--- src/rtl/pmem_arbiter.sv ---
// Two-client line arbiter (I-cache, D-cache) onto a single physical-memory port.
// Define PMEM_ARB_ROUND_ROBIN_EN for round-robin on simultaneous requests; default is D-over-I priority.
module pmem_arbiter #(
    parameter int unsigned ADDR_W = 32,
    parameter int unsigned LINE_W = 256
) (
    input  logic              clk,
    input  logic              rst_n,

    input  logic              i_read,
    input  logic              i_write,
    input  logic [ADDR_W-1:0] i_address,
    input  logic [LINE_W-1:0] i_wdata,
    output logic              i_resp,
    output logic [LINE_W-1:0] i_rdata,

    input  logic              d_read,
    input  logic              d_write,
    input  logic [ADDR_W-1:0] d_address,
    input  logic [LINE_W-1:0] d_wdata,
    output logic              d_resp,
    output logic [LINE_W-1:0] d_rdata,

    output logic              mem_read,
    output logic              mem_write,
    output logic [ADDR_W-1:0] mem_address,
    output logic [LINE_W-1:0] mem_wdata,
    input  logic              mem_resp,
    input  logic [LINE_W-1:0] mem_rdata
);

    typedef enum logic [1:0] {
        IDLE,
        SERVE_I,
        SERVE_D
    } state_t;

    state_t state, state_next;
    logic   last_grant, last_grant_next;   // 0 = I, 1 = D
    logic   i_req, d_req;

    assign i_req   = i_read | i_write;
    assign d_req   = d_read | d_write;
    assign i_rdata = mem_rdata;
    assign d_rdata = mem_rdata;

    always_ff @(posedge clk or negedge rst_n) begin
        if (!rst_n) begin
            state      <= IDLE;
            last_grant <= 1'b1;
        end else begin
            state      <= state_next;
            last_grant <= last_grant_next;
        end
    end

    always_comb begin
        state_next      = state;
        last_grant_next = last_grant;
        mem_read        = 1'b0;
        mem_write       = 1'b0;
        mem_address     = '0;
        mem_wdata       = '0;
        i_resp          = 1'b0;
        d_resp          = 1'b0;

        case (state)
            IDLE: begin
`ifdef PMEM_ARB_ROUND_ROBIN_EN
                if (i_req && d_req) begin
                    state_next = last_grant ? SERVE_I : SERVE_D;
                end else if (d_req) begin
                    state_next = SERVE_D;
                end else if (i_req) begin
                    state_next = SERVE_I;
                end
`else
                if (d_req) begin
                    state_next = SERVE_D;
                end else if (i_req) begin
                    state_next = SERVE_I;
                end
`endif
            end

            SERVE_I: begin
                mem_read    = i_read;
                mem_write   = i_write;
                mem_address = i_address;
                mem_wdata   = i_wdata;
                i_resp      = mem_resp;
                if (mem_resp) begin
                    state_next      = IDLE;
                    last_grant_next = 1'b0;
                end
            end

            SERVE_D: begin
                mem_read    = d_read;
                mem_write   = d_write;
                mem_address = d_address;
                mem_wdata   = d_wdata;
                d_resp      = mem_resp;
                if (mem_resp) begin
                    state_next      = IDLE;
                    last_grant_next = 1'b1;
                end
            end

            default: state_next = IDLE;
        endcase
    end

endmodule

--- config.mk ---
export PLATFORM = sky130hd
export DESIGN_NAME = pmem_arbiter
export DESIGN_NICKNAME = d
export VERILOG_FILES = /design/src/rtl/pmem_arbiter.sv
export SDC_FILE = /design/constraint.sdc
export NUM_CORES = 1
export LEC_CHECK = 0
export BUFFER_PORTS_ARGS = -buffer_cell sky130_fd_sc_hd__buf_2
export CAP_MARGIN = 10
export CORE_AREA = 2 2 641 643
export CTS_BUF_LIST = sky130_fd_sc_hd__clkbuf_2 sky130_fd_sc_hd__clkbuf_4 sky130_fd_sc_hd__clkbuf_8
export CTS_CLUSTER_SIZE = 20
export DETAILED_ROUTE_END_ITERATION = 6
export DIE_AREA = 0 0 643 645
export PLACE_DENSITY = 0.3
export SLEW_MARGIN = 20
export SYNTH_ARGS = -nofsm -noshare
export SYNTH_HDL_FRONTEND = slang
export SYNTH_SLANG_ARGS = --single-unit
--- constraint.sdc ---
create_clock -name clk -period 2.8 [get_ports clk]
set_input_delay 0.14 -clock clk [delete_from_list [all_inputs] [get_ports clk]]
set_output_delay 0.14 -clock clk [all_outputs]
set_load 0.1 [all_outputs]
==> metrics, run 1 <==
worst ir drop on vdd=0.7066 mV; die area=a little over 0.4 sq mm; RR Endpoint=state[0]$_DFFE_PN0P_; Post-Syn Nets=2048; Hold Startpoint=mem_rdata[119]; Top Ports=between 1.5k and 2k; RD Place Congestion=a little under 1; FF-to-FF Start=state[0]$_DFFE_PN0P_; drc violations=0; Final WS setup=-0.09092 ns; Pleak=between 5 and 6 nW; leading area contributor after synthesis=buf_4; cts bufs inserted=3; area of the core=around 0.41 sq mm; post-synthesis cell area=between 0.008 and 0.009 sq mm; clk sink count=2; register area=50.05 sq um; violated checks=negative setup slack; vias per cell=roughly 1.8; synth warn=0; Yosys cell types=17; most flop-heavy register=state; share of cells above drive strength 1=61.67%; fmax=between 300 and 400 MHz; Least-Margin Pin Slew=1.437 ns; WHS Endpoint=i_rdata[119]; hold crit path type=in2out; critical path class=reg2out; Seq/Total Area, Yosys=0.5715%; RSZ-0062 raised after global routing=no; r2r setup slk=about 0.94 ns; Max Cap Violations=0; Routed WL=281000 um; largest cells by area after synthesis=buf_4, a22oi_1, nor2b_1, clkbuf_8, buf_6; Synth Instances=around 1.2k; max-slew violations=0; Worst EP arrival=2.75 ns; Multi-input gate area=between 0.004 and 0.005 sq mm; PortBufs=between 800 and 900; initial core utilization=between 2 and 2.5%; Yosys reg bits=2; post-DP HPWL=approximately 270000 um; worst hold slack=about 0.28 ns; fill count=48.67k; clk root buf=clkbuf_8; max reg flops=2; die width=between 600 and 700 um; grt total ovfl=0; initial antenna violation count=between 200 and 300; vias in the first global route=11.55k; Worst Path Max Fanout=18; Die Ht=645 um; Post-Route Skew=approximately 0.0031 ns; area grow syn2layout=126.1%; nets=~2.4k; post-layout min period=slightly below 3 ns; Worst slew margin=roughly 4.2%; final setup fails=2; mean post-synth cell area=between 7 and 8 sq um; Worst-Skew Late Latency=approximately 0.21 ns; Setup WS pre-CTS=around 0.046 ns; Setup TNS=-0.1716 ns; R2R depth=6; number of antenna-violating nets in the routed design=0; # rows=235; Reg clk slew, reported paths=approximately 0.03 ns; PD cells=1417 mW/mm^2; post-route total power=roughly 28 mW; Hold Path Stages=0; CP required=around 2.7 ns; Final Hold Fails=0; CTS tree=yes; Max H-tree Level=1; crit share post-route=103.2%; top cell type's share of synthesized area=46.29%; Initial DRT Pass Iterations=5; biggest regs=state: 2 flops; kind of end point of the critical path=primary output; clock buffer depth=2; global-route usage over all layers=approximately 13%; CP startpoint kind=register; global-route wire length before repair=307900 um; Via Count=approximately 13k; largest net degree at the start of global routing=84; status=complete, but fails checks; Detailed Route Iter0 Violations=1124; WL/cell=approximately 40 um
-- Yosys cell counts --
library cell and number:
clkbuf_8 18, nor2b_4 1, dfrtp_1 2, clkbuf_1 29, buf_2 7, nor2b_1 290, buf_6 14, o21ai_0 1
ha_1 3, inv_1 2, a22oi_1 290, and2_1 2, nor2_1 2, o22ai_1 1, buf_4 540, a21oi_1 3
o21bai_1 1
-- layout make-up --
class	instances	area share, %
antenna	47	0.5939
clock buffer	3	0.2085
inverter	2	0.03791
multi-input combinational	594	21.20
sequential	2	0.2527
tap	5451	34.44
timing repair buffer	912	43.26
-- routing by layer --
layer	GRT usage, %	wire (um)	vias to the layer above
li1	-	-	4273
met1	10.10	74360	5474
met2	20.69	123300	2089
met3	14.40	68810	674
met4	4.289	13340	109
met5	1.029	1259	-
-- power breakdown --
group | switching [mW] | leakage (nW) | internal, mW
clock | 0.0225 | 0.0219 | 0.0909
sequential | 0.0126 | 0.0254 | 0.0417
combinational | 20.3 | 5.88 | 7.57
-- stage by stage --
step	utilization, %	instance area, sq um	cells
final	4.852	19800	7011
after global routing	4.841	19760	6993
after CTS	4.823	19680	6964
after detailed placement	4.806	19610	6960
after global placement	4.757	19410	6951
after floorplan	-	8757	1206
-- critical path, stage by stage (launching register included) --
cell     delay (ns)
dfrtp_1        0.39
inv_1          0.15
ha_4           0.23
buf_4          0.21
a22oi_1        1.07
nor2b_1        0.11
buf_2          0.36
-- logic make-up (layout without fill, tap and decap cells) --
kind of cell | Yosys count | in the layout | share of synthesized area, %
flops | 2 | 2 | 0.5715
compound gates | 296 | 296 | 25.25
buf+inv | 610 | 917 | 52.65
simple gates | 295 | 295 | 21.10
other cells | 0 | 47 | 0
fa+ha+maj | 3 | 3 | 0.4287
-- worst max-delay path by stage --
stage,startpoint,endpoint,slack [ns],cells after the start
final,state[0]$_DFFE_PN0P_,mem_wdata[17],-0.09,6
after global routing,state[0]$_DFFE_PN0P_,mem_wdata[186],0.03,6
after CTS,state[1]$_DFFE_PN0P_,mem_wdata[229],0.02,6
after detailed placement,state[1]$_DFFE_PN0P_,mem_wdata[225],0.05,6
after global placement,state[1]$_DFFE_PN0P_,mem_wdata[102],-0.63,6
after floorplan,state[0]$_DFFE_PN0P_,mem_address[0],0.23,5
-- layout by cell type, fill, tap and decap left out --
| cell type | synthesis | routed |
|---|---|---|
| o22ai_1 | 1 | 1 |
| dlygate4sd3_1 | 0 | 1 |
| buf_6 | 14 | 1 |
| a22oi_2 | 0 | 11 |
| and2_1 | 2 | 2 |
| diode_2 | 0 | 47 |
| buf_16 | 0 | 2 |
| dfrtp_1 | 2 | 2 |
| nor2b_1 | 290 | 286 |
| a21oi_1 | 3 | 3 |
| nor2_1 | 2 | 2 |
| a22oi_1 | 290 | 279 |
| nor2b_4 | 1 | 1 |
| nor2b_2 | 0 | 4 |
| buf_2 | 7 | 614 |
| buf_8 | 0 | 6 |
| ha_4 | 0 | 3 |
| o21bai_1 | 1 | 1 |
| clkbuf_8 | 18 | 3 |
| inv_1 | 2 | 2 |
| buf_4 | 540 | 35 |
| o21ai_0 | 1 | 1 |
| buf_12 | 0 | 253 |
-- what timing repair did --
action | 4_1_cts | 5_1_grt
endpoints found under the setup margin | 5 | 1
resized for setup | 5 | 1
hold endpoints to repair | 2 | 0
gates cloned | 0 | 0
setup buffers | 0 | 0
hold buffers | 1 | 0
(Power assumes the default switching activity.)
==> run 2, diff against run 1 <==
CELL_PAD_IN_SITES_DETAIL_PLACEMENT = 1   (was not set)
CELL_PAD_IN_SITES_GLOBAL_PLACEMENT = 2   (was not set)
CORE_AREA = 2 2 649 651   (was 2 2 641 643)
DIE_AREA = 0 0 651 653   (was 0 0 643 645)
clock period = 3.45 ns   (was 2.8 ns; I/O delays follow)
==> metrics, run 2 (same netlist as run 1, synthesis figures left out) <==
status=finished, final reports clean; worst hold slack=~0.35 ns; design area=about 0.017 sq mm; WL/cell=around 36 um; largest net degree at the start of global routing=112; commonest non-fill, non-tap cell in the layout=buf_2; crit share post-route=between 90% and 100%; CP max stage delay=between 0.5 and 0.6 ns; post-route total power=20.13 mW; fill count=slightly above 50k; PD cells=1161 mW/mm^2; Multi-input gate area=around 0.0042 sq mm; global-route wire length before repair=roughly 280000 um; Post-CTS Resized=0; Post-Route Skew=between 0.002 and 0.003 ns; CP startpoint kind=register; Final Hold Fails=0; post-DP HPWL=244100 um; Reg clk slew, reported paths=around 0.030 ns; Worst-Skew Late Latency=0.22 ns; global-route usage over all layers=a little under an eighth; slowest cell on the critical path=nor2b_1; Top Ports=between 1.5k and 2k; biggest regs=state: 2 flops; Initial DRT Pass Iterations=5; cts bufs inserted=3; CP Buf/Inv Count=3; area of the core=~0.42 sq mm; Max Cap Violations=0; Routed WL=between 200000 and 300000 um; vias per cell=1.709; family with the most delay on the worst path=buffers and inverters; clk sink count=2; post-layout min period=~3.1 ns; Detailed Route Iter0 Violations=~750; worst-path cell chain=inv_1 > ha_4 > buf_4 > a22oi_1 > nor2b_1 > buf_2; die area=around 0.43 sq mm; area grow syn2layout=98.04%; max-slew violations=0; kind of end point of the critical path=primary output; initial core utilization=2.093%; Setup WS pre-CTS=0.4959 ns; Pleak=roughly 5.5 nW; critical path class=reg2out; RD Place Congestion=0.9162; number of antenna-violating nets in the routed design=0; hold crit path type=in2out; Max H-tree Level=1; fmax=320.2 MHz; Final WS setup=between 0.3 and 0.4 ns; clk root buf=clkbuf_8; Worst Path Max Fanout=roughly 40; register area=~50 sq um; RSZ-0062 raised after global routing=no; max reg flops=2; nets=between 2k and 2.5k; Setup TNS=0 ns; CTS tree=yes; drc violations=0; vias in the first global route=12.04k; share of cells above drive strength 1=between 60% and 70%; Via Count=between 10k and 15k; # rows=between 200 and 250; most flop-heavy register=state; Least-Margin Pin Slew=about 1.1 ns; Post-DP Area=0.01723 sq mm; Worst slew margin=roughly a quarter; clock buffer depth=2; Worst EP arrival=2.95 ns; Die Ht=roughly 650 um; die width=651 um; leading cell types in the layout, fill and taps excluded=buf_2, nor2b_1, a22oi_1; final setup fails=0; PortBufs=between 800 and 900; CP required=3.28 ns; worst ir drop on vdd=roughly 0.70 mV; initial antenna violation count=272; grt total ovfl=0
## run 2: cell types whose count changed in the layout (fill, tap and decap cells not counted), sizes merged
cell / change
diode: -21
buf: +39
## run 2: layout make-up
type,instances,area share [%]
Tap cell,5520,39.82
Timing Repair Buffer,951,34.87
Multi-Input combinational cell,594,24.36
Antenna cell,26,0.3752
Sequential cell,2,0.2886
Clock buffer,3,0.2381
Inverter,2,0.04329
## run 2: metal layers
layer	track usage, %	vias up	part of all wire (%)
li1	-	4327	-
met1	9.487	5131	28
met2	18.84	1929	45
met3	11.81	632	23
met4	3.304	108	4.2
met5	0.5999	-	0.39
## run 2: report_power, final
group	switching [mW]	internal (mW)	total [mW]
Clock	0.0201	0.0739	0.0940
Sequential	0.0111	0.0338	0.0449
Combinational	16.0	4.04	20.0
## run 2: metrics by stage
stage / util [%] / instances
after floorplan: - / 1206
after global placement: 4.117 / 7068
after detailed placement: 4.117 / 7068
after CTS: 4.130 / 7072
after global routing: 4.136 / 7083
final: 4.145 / 7098
## run 2: final timing paths
path	start	slack (ns)	to	cells past startpoint
max in group asynchronous	rst_n	2.69	state[1]$_DFFE_PN0P_	2
worst max-delay path	state[0]$_DFFE_PN0P_	0.33	mem_write	6
worst max register to register	state[0]$_DFFE_PN0P_	2.02	state[0]$_DFFE_PN0P_	5
worst min-delay path	mem_rdata[150]	0.35	i_rdata[150]	0
min in group asynchronous	rst_n	0.63	state[0]$_DFFE_PN0P_	2
worst min register to register	state[0]$_DFFE_PN0P_	0.75	state[0]$_DFFE_PN0P_	2
## run 2: timing repair
item / 4_1_cts / 5_1_grt
hold buffers: 1 / 0
endpoints found under the hold margin: 2 / 0
setup endpoints to repair: 0 / 0
setup buffers: 0 / 0
